<file path="src/rtl/seg7_scan_decoder.sv">
// -----------------------------------------------------------------------------
// seg7_scan_decoder
//
// Readback monitor for a multiplexed common-anode seven-segment display bus.
// The anode and cathode lines are synchronized and combined into one sample S.
// A digit slot is captured once S has selected exactly one anode and stayed
// unchanged for STABLE_CYCLES consecutive samples. The cathode pattern is then
// decoded back to a hex nibble and stored for that slot.
//
// Parameters
//   NUM_DIGITS     number of anode lines / digit slots (2..8)
//   STABLE_CYCLES  identical consecutive samples needed before capture (1..255)
//
// Ports
//   clk          system clock
//   reset_n      asynchronous active-low reset
//   an           anode enables, active-low (an[i]=0 selects digit i)
//   seg          cathodes {a,b,c,d,e,f,g}, seg[6]=a, active-low
//   clear        synchronous clear of digits/digit_valid/bad_seg
//   digits       decoded hex, digit i at [4i+3:4i]
//   digit_valid  digit i holds a decoded value
//   bad_seg      sticky flag: an undecodable pattern was captured on digit i
//   upd_stb      one-cycle pulse for every accepted capture
//   upd_idx      digit index belonging to the current upd_stb
//
// Build option
//   SEG7_BLANK_EN  when defined, the all-off pattern 1111111 is a legal blank:
//                  capturing it clears digit_valid[i] instead of setting
//                  bad_seg[i]. When undefined, 1111111 is undecodable.
// -----------------------------------------------------------------------------
module seg7_scan_decoder #(
  parameter int NUM_DIGITS    = 8,
  parameter int STABLE_CYCLES = 4
) (
  input  logic                          clk,
  input  logic                          reset_n,
  input  logic [NUM_DIGITS-1:0]         an,
  input  logic [6:0]                    seg,
  input  logic                          clear,
  output logic [4*NUM_DIGITS-1:0]       digits,
  output logic [NUM_DIGITS-1:0]         digit_valid,
  output logic [NUM_DIGITS-1:0]         bad_seg,
  output logic                          upd_stb,
  output logic [$clog2(NUM_DIGITS)-1:0] upd_idx
);

  localparam int         IDX_W      = $clog2(NUM_DIGITS);
  localparam int         S_W        = NUM_DIGITS + 7;
  localparam logic [7:0] STABLE_TGT = 8'(STABLE_CYCLES);

  typedef enum logic [1:0] {
    ST_IDLE    = 2'd0,
    ST_QUALIFY = 2'd1,
    ST_HELD    = 2'd2
  } state_t;

  // ---------------------------------------------------------------------------
  // Input synchronizer. Flops reset to all-ones, i.e. an idle bus with every
  // anode off, so nothing can look like a selected digit right after reset.
  // ---------------------------------------------------------------------------
  logic [NUM_DIGITS-1:0] an_meta_reg;
  logic [NUM_DIGITS-1:0] an_sync_reg;
  logic [6:0]            seg_meta_reg;
  logic [6:0]            seg_sync_reg;

  always_ff @(posedge clk or negedge reset_n) begin
    if (!reset_n) begin
      an_meta_reg  <= '1;
      an_sync_reg  <= '1;
      seg_meta_reg <= '1;
      seg_sync_reg <= '1;
    end else begin
      an_meta_reg  <= an;
      an_sync_reg  <= an_meta_reg;
      seg_meta_reg <= seg;
      seg_sync_reg <= seg_meta_reg;
    end
  end

  logic [S_W-1:0] sample;
  assign sample = {an_sync_reg, seg_sync_reg};

  // ---------------------------------------------------------------------------
  // Anode inspection: count the active (low) anodes and remember which one.
  // The index is only meaningful when exactly one anode is active.
  // ---------------------------------------------------------------------------
  logic [7:0]       zero_cnt;
  logic [IDX_W-1:0] sel_idx;
  logic             selecting;

  always_comb begin
    zero_cnt = '0;
    sel_idx  = '0;
    for (int i = 0; i < NUM_DIGITS; i++) begin
      if (!an_sync_reg[i]) begin
        zero_cnt = zero_cnt + 8'd1;
        sel_idx  = IDX_W'(i);
      end
    end
  end

  assign selecting = (zero_cnt == 8'd1);

  // ---------------------------------------------------------------------------
  // Cathode decode: inverse of the encoder's active-low abcdefg table.
  // Result is {match, value}.
  // ---------------------------------------------------------------------------
  function automatic logic [4:0] decode_seg(input logic [6:0] pat);
    logic [4:0] res;
    case (pat)
      7'b0000001: res = {1'b1, 4'h0};
      7'b1001111: res = {1'b1, 4'h1};
      7'b0010010: res = {1'b1, 4'h2};
      7'b0000110: res = {1'b1, 4'h3};
      7'b1001100: res = {1'b1, 4'h4};
      7'b0100100: res = {1'b1, 4'h5};
      7'b0100000: res = {1'b1, 4'h6};
      7'b0001111: res = {1'b1, 4'h7};
      7'b0000000: res = {1'b1, 4'h8};
      7'b0000100: res = {1'b1, 4'h9};
      7'b0001000: res = {1'b1, 4'hA};
      7'b1100000: res = {1'b1, 4'hB};
      7'b0110001: res = {1'b1, 4'hC};
      7'b1000010: res = {1'b1, 4'hD};
      7'b0110000: res = {1'b1, 4'hE};
      7'b0111000: res = {1'b1, 4'hF};
      default:    res = 5'b0_0000;
    endcase
    return res;
  endfunction

  logic [4:0] dec_res;
  logic       dec_ok;
  logic [3:0] dec_val;
  logic       is_blank;

  assign dec_res = decode_seg(seg_sync_reg);
  assign dec_ok  = dec_res[4];
  assign dec_val = dec_res[3:0];

`ifdef SEG7_BLANK_EN
  assign is_blank = (seg_sync_reg == 7'b1111111);
`else
  assign is_blank = 1'b0;
`endif

  // ---------------------------------------------------------------------------
  // Qualification FSM. The next-state/capture decision is computed here and
  // all FSM state plus the strobe outputs are registered in one block below.
  // ---------------------------------------------------------------------------
  state_t         state_reg;
  state_t         state_next;
  logic [7:0]     count_reg;
  logic [7:0]     count_next;
  logic [S_W-1:0] s_prev_reg;
  logic           same;
  logic           capture;
  logic           upd_stb_reg;
  logic [IDX_W-1:0] upd_idx_reg;

  assign same = (sample == s_prev_reg);

  always_comb begin
    state_next = state_reg;
    count_next = count_reg;
    capture    = 1'b0;

    case (state_reg)
      ST_IDLE: begin
        count_next = '0;
        if (selecting) begin
          state_next = ST_QUALIFY;
          count_next = 8'd1;
        end
      end

      ST_QUALIFY: begin
        if (!selecting) begin
          state_next = ST_IDLE;
          count_next = '0;
        end else if (same) begin
          count_next = (count_reg >= STABLE_TGT) ? STABLE_TGT : count_reg + 8'd1;
        end else begin
          count_next = 8'd1;
        end
      end

      ST_HELD: begin
        if (!selecting) begin
          state_next = ST_IDLE;
          count_next = '0;
        end else if (!same) begin
          state_next = ST_QUALIFY;
          count_next = 8'd1;
        end
      end

      default: begin
        state_next = ST_IDLE;
        count_next = '0;
      end
    endcase

    // Capture on the edge where the run length reaches the target. Checking
    // after the case also covers entry into QUALIFY when STABLE_CYCLES is 1.
    if ((state_next == ST_QUALIFY) && (count_next == STABLE_TGT)) begin
      capture    = 1'b1;
      state_next = ST_HELD;
    end
  end

  always_ff @(posedge clk or negedge reset_n) begin
    if (!reset_n) begin
      state_reg   <= ST_IDLE;
      count_reg   <= '0;
      s_prev_reg  <= '1;
      upd_stb_reg <= 1'b0;
      upd_idx_reg <= '0;
    end else begin
      state_reg   <= state_next;
      count_reg   <= count_next;
      s_prev_reg  <= sample;
      // clear discards a coincident capture, so its strobe is dropped too
      upd_stb_reg <= capture && !clear;
      if (capture && !clear) begin
        upd_idx_reg <= sel_idx;
      end
    end
  end

  assign upd_stb = upd_stb_reg;
  assign upd_idx = upd_idx_reg;

  // ---------------------------------------------------------------------------
  // Per-digit capture registers.
  // ---------------------------------------------------------------------------
  genvar gi;
  generate
    for (gi = 0; gi < NUM_DIGITS; gi++) begin : g_digit
      logic [3:0] value_reg;
      logic       valid_reg;
      logic       bad_reg;
      logic       hit;

      assign hit = capture && (sel_idx == IDX_W'(gi));

      always_ff @(posedge clk or negedge reset_n) begin
        if (!reset_n) begin
          value_reg <= '0;
          valid_reg <= 1'b0;
          bad_reg   <= 1'b0;
        end else if (clear) begin
          value_reg <= '0;
          valid_reg <= 1'b0;
          bad_reg   <= 1'b0;
        end else if (hit) begin
          if (is_blank) begin
            // blank display: the slot no longer shows a value
            valid_reg <= 1'b0;
          end else if (dec_ok) begin
            value_reg <= dec_val;
            valid_reg <= 1'b1;
          end else begin
            // sticky until clear; the last good value is kept
            bad_reg <= 1'b1;
          end
        end
      end

      assign digits[4*gi +: 4] = value_reg;
      assign digit_valid[gi]   = valid_reg;
      assign bad_seg[gi]       = bad_reg;
    end
  endgenerate

endmodule
</file>
<file path="config.mk">
export PLATFORM = sky130hd
export DESIGN_NAME = seg7_scan_decoder
export DESIGN_NICKNAME = d
export VERILOG_FILES = /design/src/rtl/seg7_scan_decoder.sv
export SDC_FILE = /design/constraint.sdc
export NUM_CORES = 1
export LEC_CHECK = 0
export CAP_MARGIN = 20
export CORE_ASPECT_RATIO = 1.2
export CORE_MARGIN = 4
export CORE_UTILIZATION = 50
export CTS_CLUSTER_SIZE = 10
export DETAILED_ROUTE_END_ITERATION = 7
export PLACE_DENSITY = 0.77
export SLEW_MARGIN = 20
export SYNTH_ARGS = -nofsm -noshare
export SYNTH_HDL_FRONTEND = slang
export SYNTH_SLANG_ARGS = --single-unit
</file>
<file path="constraint.sdc">
create_clock -name clk -period 5 [get_ports clk]
set_input_delay 1.25 -clock clk [delete_from_list [all_inputs] [get_ports clk]]
set_output_delay 1.25 -clock clk [all_outputs]
set_load 0.02 [all_outputs]
</file>
==> metrics.txt <==
die width 101 um; Die ar. approximately 12,000 sq um; pin count of the biggest net entering global routing 83; Max rail drop VDD roughly 0.00017 V; Synth Area in Simple Gates approximately 18%; Cell Area, Synth 5150 sq um; hold slack final between 0.3 and 0.4 ns; Mapped Nets 510; sequential fraction of the synthesis area 53.1%; H-tree levels 3; worst setup path end g_digit[5].value_reg[1]$_DFFE_PN0P_; Net count, final 596; reg2reg end g_digit[5].value_reg[1]$_DFFE_PN0P_; Worst path max stage delay 0.54 ns; Clock Tree Buf Depth 2; Vias/cell 5.73; core outline area 10,100 sq um; top cell family by delay on the critical path adder cells; dpl hpwl 7.86 mm; unrepaired setup endpoints after global routing true; Synth Flop Type dfrtp_1; Syn Inst Count 483; Final Setup Violations 0; first-pass GRT wire length 19.5 mm; number of distinct library cells after synthesis 64; adder-cell area share of the yosys netlist 2.19%; critical path depth 26; Synth Register Bits about 110; Rows 40; CTS Sinks 107; vias in the first global route 3,877; critical path's slowest cell dfstp_2; DR vias 4,011; status complete, no violations; flop2flop setup slack around 0.059 ns; r2r startpoint an_sync_reg[0]$_DFF_PN1_; final worst clock skew 0.00990 ns; 1st-iter DRT viols slightly above 200; Clock Tree Root clkbuf_16; metal2 WL 6.51 mm; commonest non-fill, non-tap cell in the layout clkdlybuf4s50_1; Synth Area in XOR/XNOR 5.32%; Metal-1 WL 4.99 mm; Synth Area in Compound Gates 13.9%; total track usage about a fifth; ys async rst share between 90% and 100%; antenna cell count 0; actual slew at the worst max-slew pin 1.15 ns; ANT nets after route 0; final hold viol count 0; CP Launch Type flip-flop; clock-pin slew on the worst setup and hold paths 0.07 ns; Required @ worst endpoint 5.24 ns; Worst-Skew Late Latency 0.35 ns; pwr dens slightly above 300 nW/um^2; DR top layer met4; grt ovf 0; Slew Limit Fails 0; main combinational cell family by area after synthesis simple AND/OR/NAND/NOR gates; Initial Utilization approximately 50%; post-place setup slack -0.280 ns; Area Overhead vs Synth 32.6%; final critical-path required period 4.94 ns; Post-Route WL 12.5 mm; cell mode on critical path ha_4; Max-Slew Margin vs Limit 23.5%; I/O pin count 70; Max-Cap Viols 0; crit-path max FO 6; final worst slack 0.0586 ns; maximum clock frequency approximately 0.20 GHz; number of flops mapped to enable cells by yosys 0; R2R depth 26; GP Congestion about 0.80; commonest non-fill, non-tap cells in the layout clkdlybuf4s50_1 (68), dfrtp_1 (62), dfstp_2 (45), nor2_1 (44), buf_4 (40); drc violations 0; 1st-pass router iterations 5; origin of the worst setup path an_sync_reg[0]$_DFF_PN1_; Worst Hold Class reg -> reg; antenna violations before repair 0; die height 119 um; arrival time at the worst endpoint 5.19 ns; leak pwr approximately 2.8 nW; Largest register FFs 32; share of layout cells above drive strength 1 between 30% and 40%; met3 routed WL 726 um; port bufs 69; CTS tree yes; Worst Path Buf+Inv 4; Mean Syn Cell Area 10.7 sq um; post-synthesis mux area share ~1.9%; CTS buffer count 9; Yosys warnings 0; critical path class reg -> reg; Critical Path End Type flip-flop; average wire per standard cell 17.8 um; final period utilization 98.8%
[routing by layer]
layer,global-route usage [%],vias to the layer above
li1,-,1842
met1,26.5,2007
met2,35.0,137
met3,4.10,25
met4,5.73,0
met5,0,-
[what timing repair did]
item,in CTS,in global routing
gates cloned,2,1
setup endpoints to repair,47,62
pin swaps,25,31
buffers inserted,16,8
hold buffers,0,0
gates resized for setup,34,39
[worst min path at each step]
stage | slack (ns) | cells after the start | from | end
2_1_floorplan | 0.35 | 0 | an_meta_reg[0]$_DFF_PN1_ | an_sync_reg[0]$_DFF_PN1_
3_3_place_gp | 0.35 | 0 | seg_meta_reg[0]$_DFF_PN1_ | seg_sync_reg[0]$_DFF_PN1_
3_5_place_dp | 0.35 | 0 | an_meta_reg[1]$_DFF_PN1_ | an_sync_reg[1]$_DFF_PN1_
4_1_cts | 0.36 | 0 | an_meta_reg[3]$_DFF_PN1_ | an_sync_reg[3]$_DFF_PN1_
5_1_grt | 0.36 | 0 | seg_meta_reg[2]$_DFF_PN1_ | seg_sync_reg[2]$_DFF_PN1_
6_report | 0.36 | 0 | seg_meta_reg[2]$_DFF_PN1_ | seg_sync_reg[2]$_DFF_PN1_
[where the power goes]
| part | internal (mW) | total (mW) | switching [mW] |
|---|---|---|---|
| clock network | 0.402 | 0.720 | 0.318 |
| logic | 0.202 | 0.416 | 0.213 |
| registers | 0.905 | 0.941 | 0.0362 |
| total | 1.51 | 2.08 | 0.567 |
[per-stage QoR]
step                      setup TNS [ns]  utilization (%)  total power, mW  cell area (sq um)  std cells
after global routing               -3.42             67.9             2.17               6830        700
after detailed placement           -6.25             59.1             1.24               5940        659
after global placement           -0.0393             59.1             1.22               5940        659
after floorplan                        0                -             1.14               5160        483
after CTS                         -0.728             65.5             2.02               6590        693
final                                  0             67.9             2.08               6830        700
[cell families after synthesis]
logic type / count (synthesis)
xor gates and xnor gates: 27
AOI/OAI and AO/OA: 95
buffers and inverters: 59
adders and majority gates: 9
and+or+nand+nor: 177
muxes: 9
DFF: 107
[final cells by class]
cell class                 instances  area (sq um)
fill                             724          3230
sequential                       107          2730
multi-input combinational        317          2460
timing repair buffer             115          1110
clock buffer                      10           239
tap                              126           158
inverter                          19          71.3
clock inverter                     6          63.8
[synthesized netlist by cell type (5+ instances only)]
| cell type | instances | area share, % |
|---|---|---|
| nor3b_1 | 5 | 0.73 |
| inv_1 | 19 | 1.4 |
| xnor2_1 | 20 | 3.4 |
| a31oi_1 | 7 | 0.85 |
| a21oi_1 | 26 | 2.5 |
| nand3b_1 | 8 | 1.2 |
| nand3_1 | 7 | 0.68 |
| nor3_1 | 9 | 0.87 |
| clkbuf_1 | 16 | 1.2 |
| dfstp_2 | 45 | 23 |
| o31ai_1 | 5 | 0.73 |
| buf_4 | 20 | 2.9 |
| nand2_1 | 45 | 3.3 |
| nor2b_1 | 6 | 0.73 |
| nand4_1 | 8 | 0.97 |
| o21ai_0 | 18 | 1.7 |
| mux2i_1 | 6 | 1.2 |
| dfrtp_1 | 62 | 30 |
| ha_1 | 9 | 2.2 |
| nor2_1 | 48 | 3.5 |
| nand2b_1 | 13 | 1.6 |
[worst reg2reg max path, delay by kind of cell, from the launching register on]
kind | cells | cell delay, ns
compound gates | 6 | 0.85
fa+ha+maj | 6 | 1.61
xor+xnor | 1 | 0.15
buf+inv | 4 | 0.42
flops | 1 | 0.54
simple gates | 9 | 1.25
Note: power is estimated with default switching activity, not from simulation.
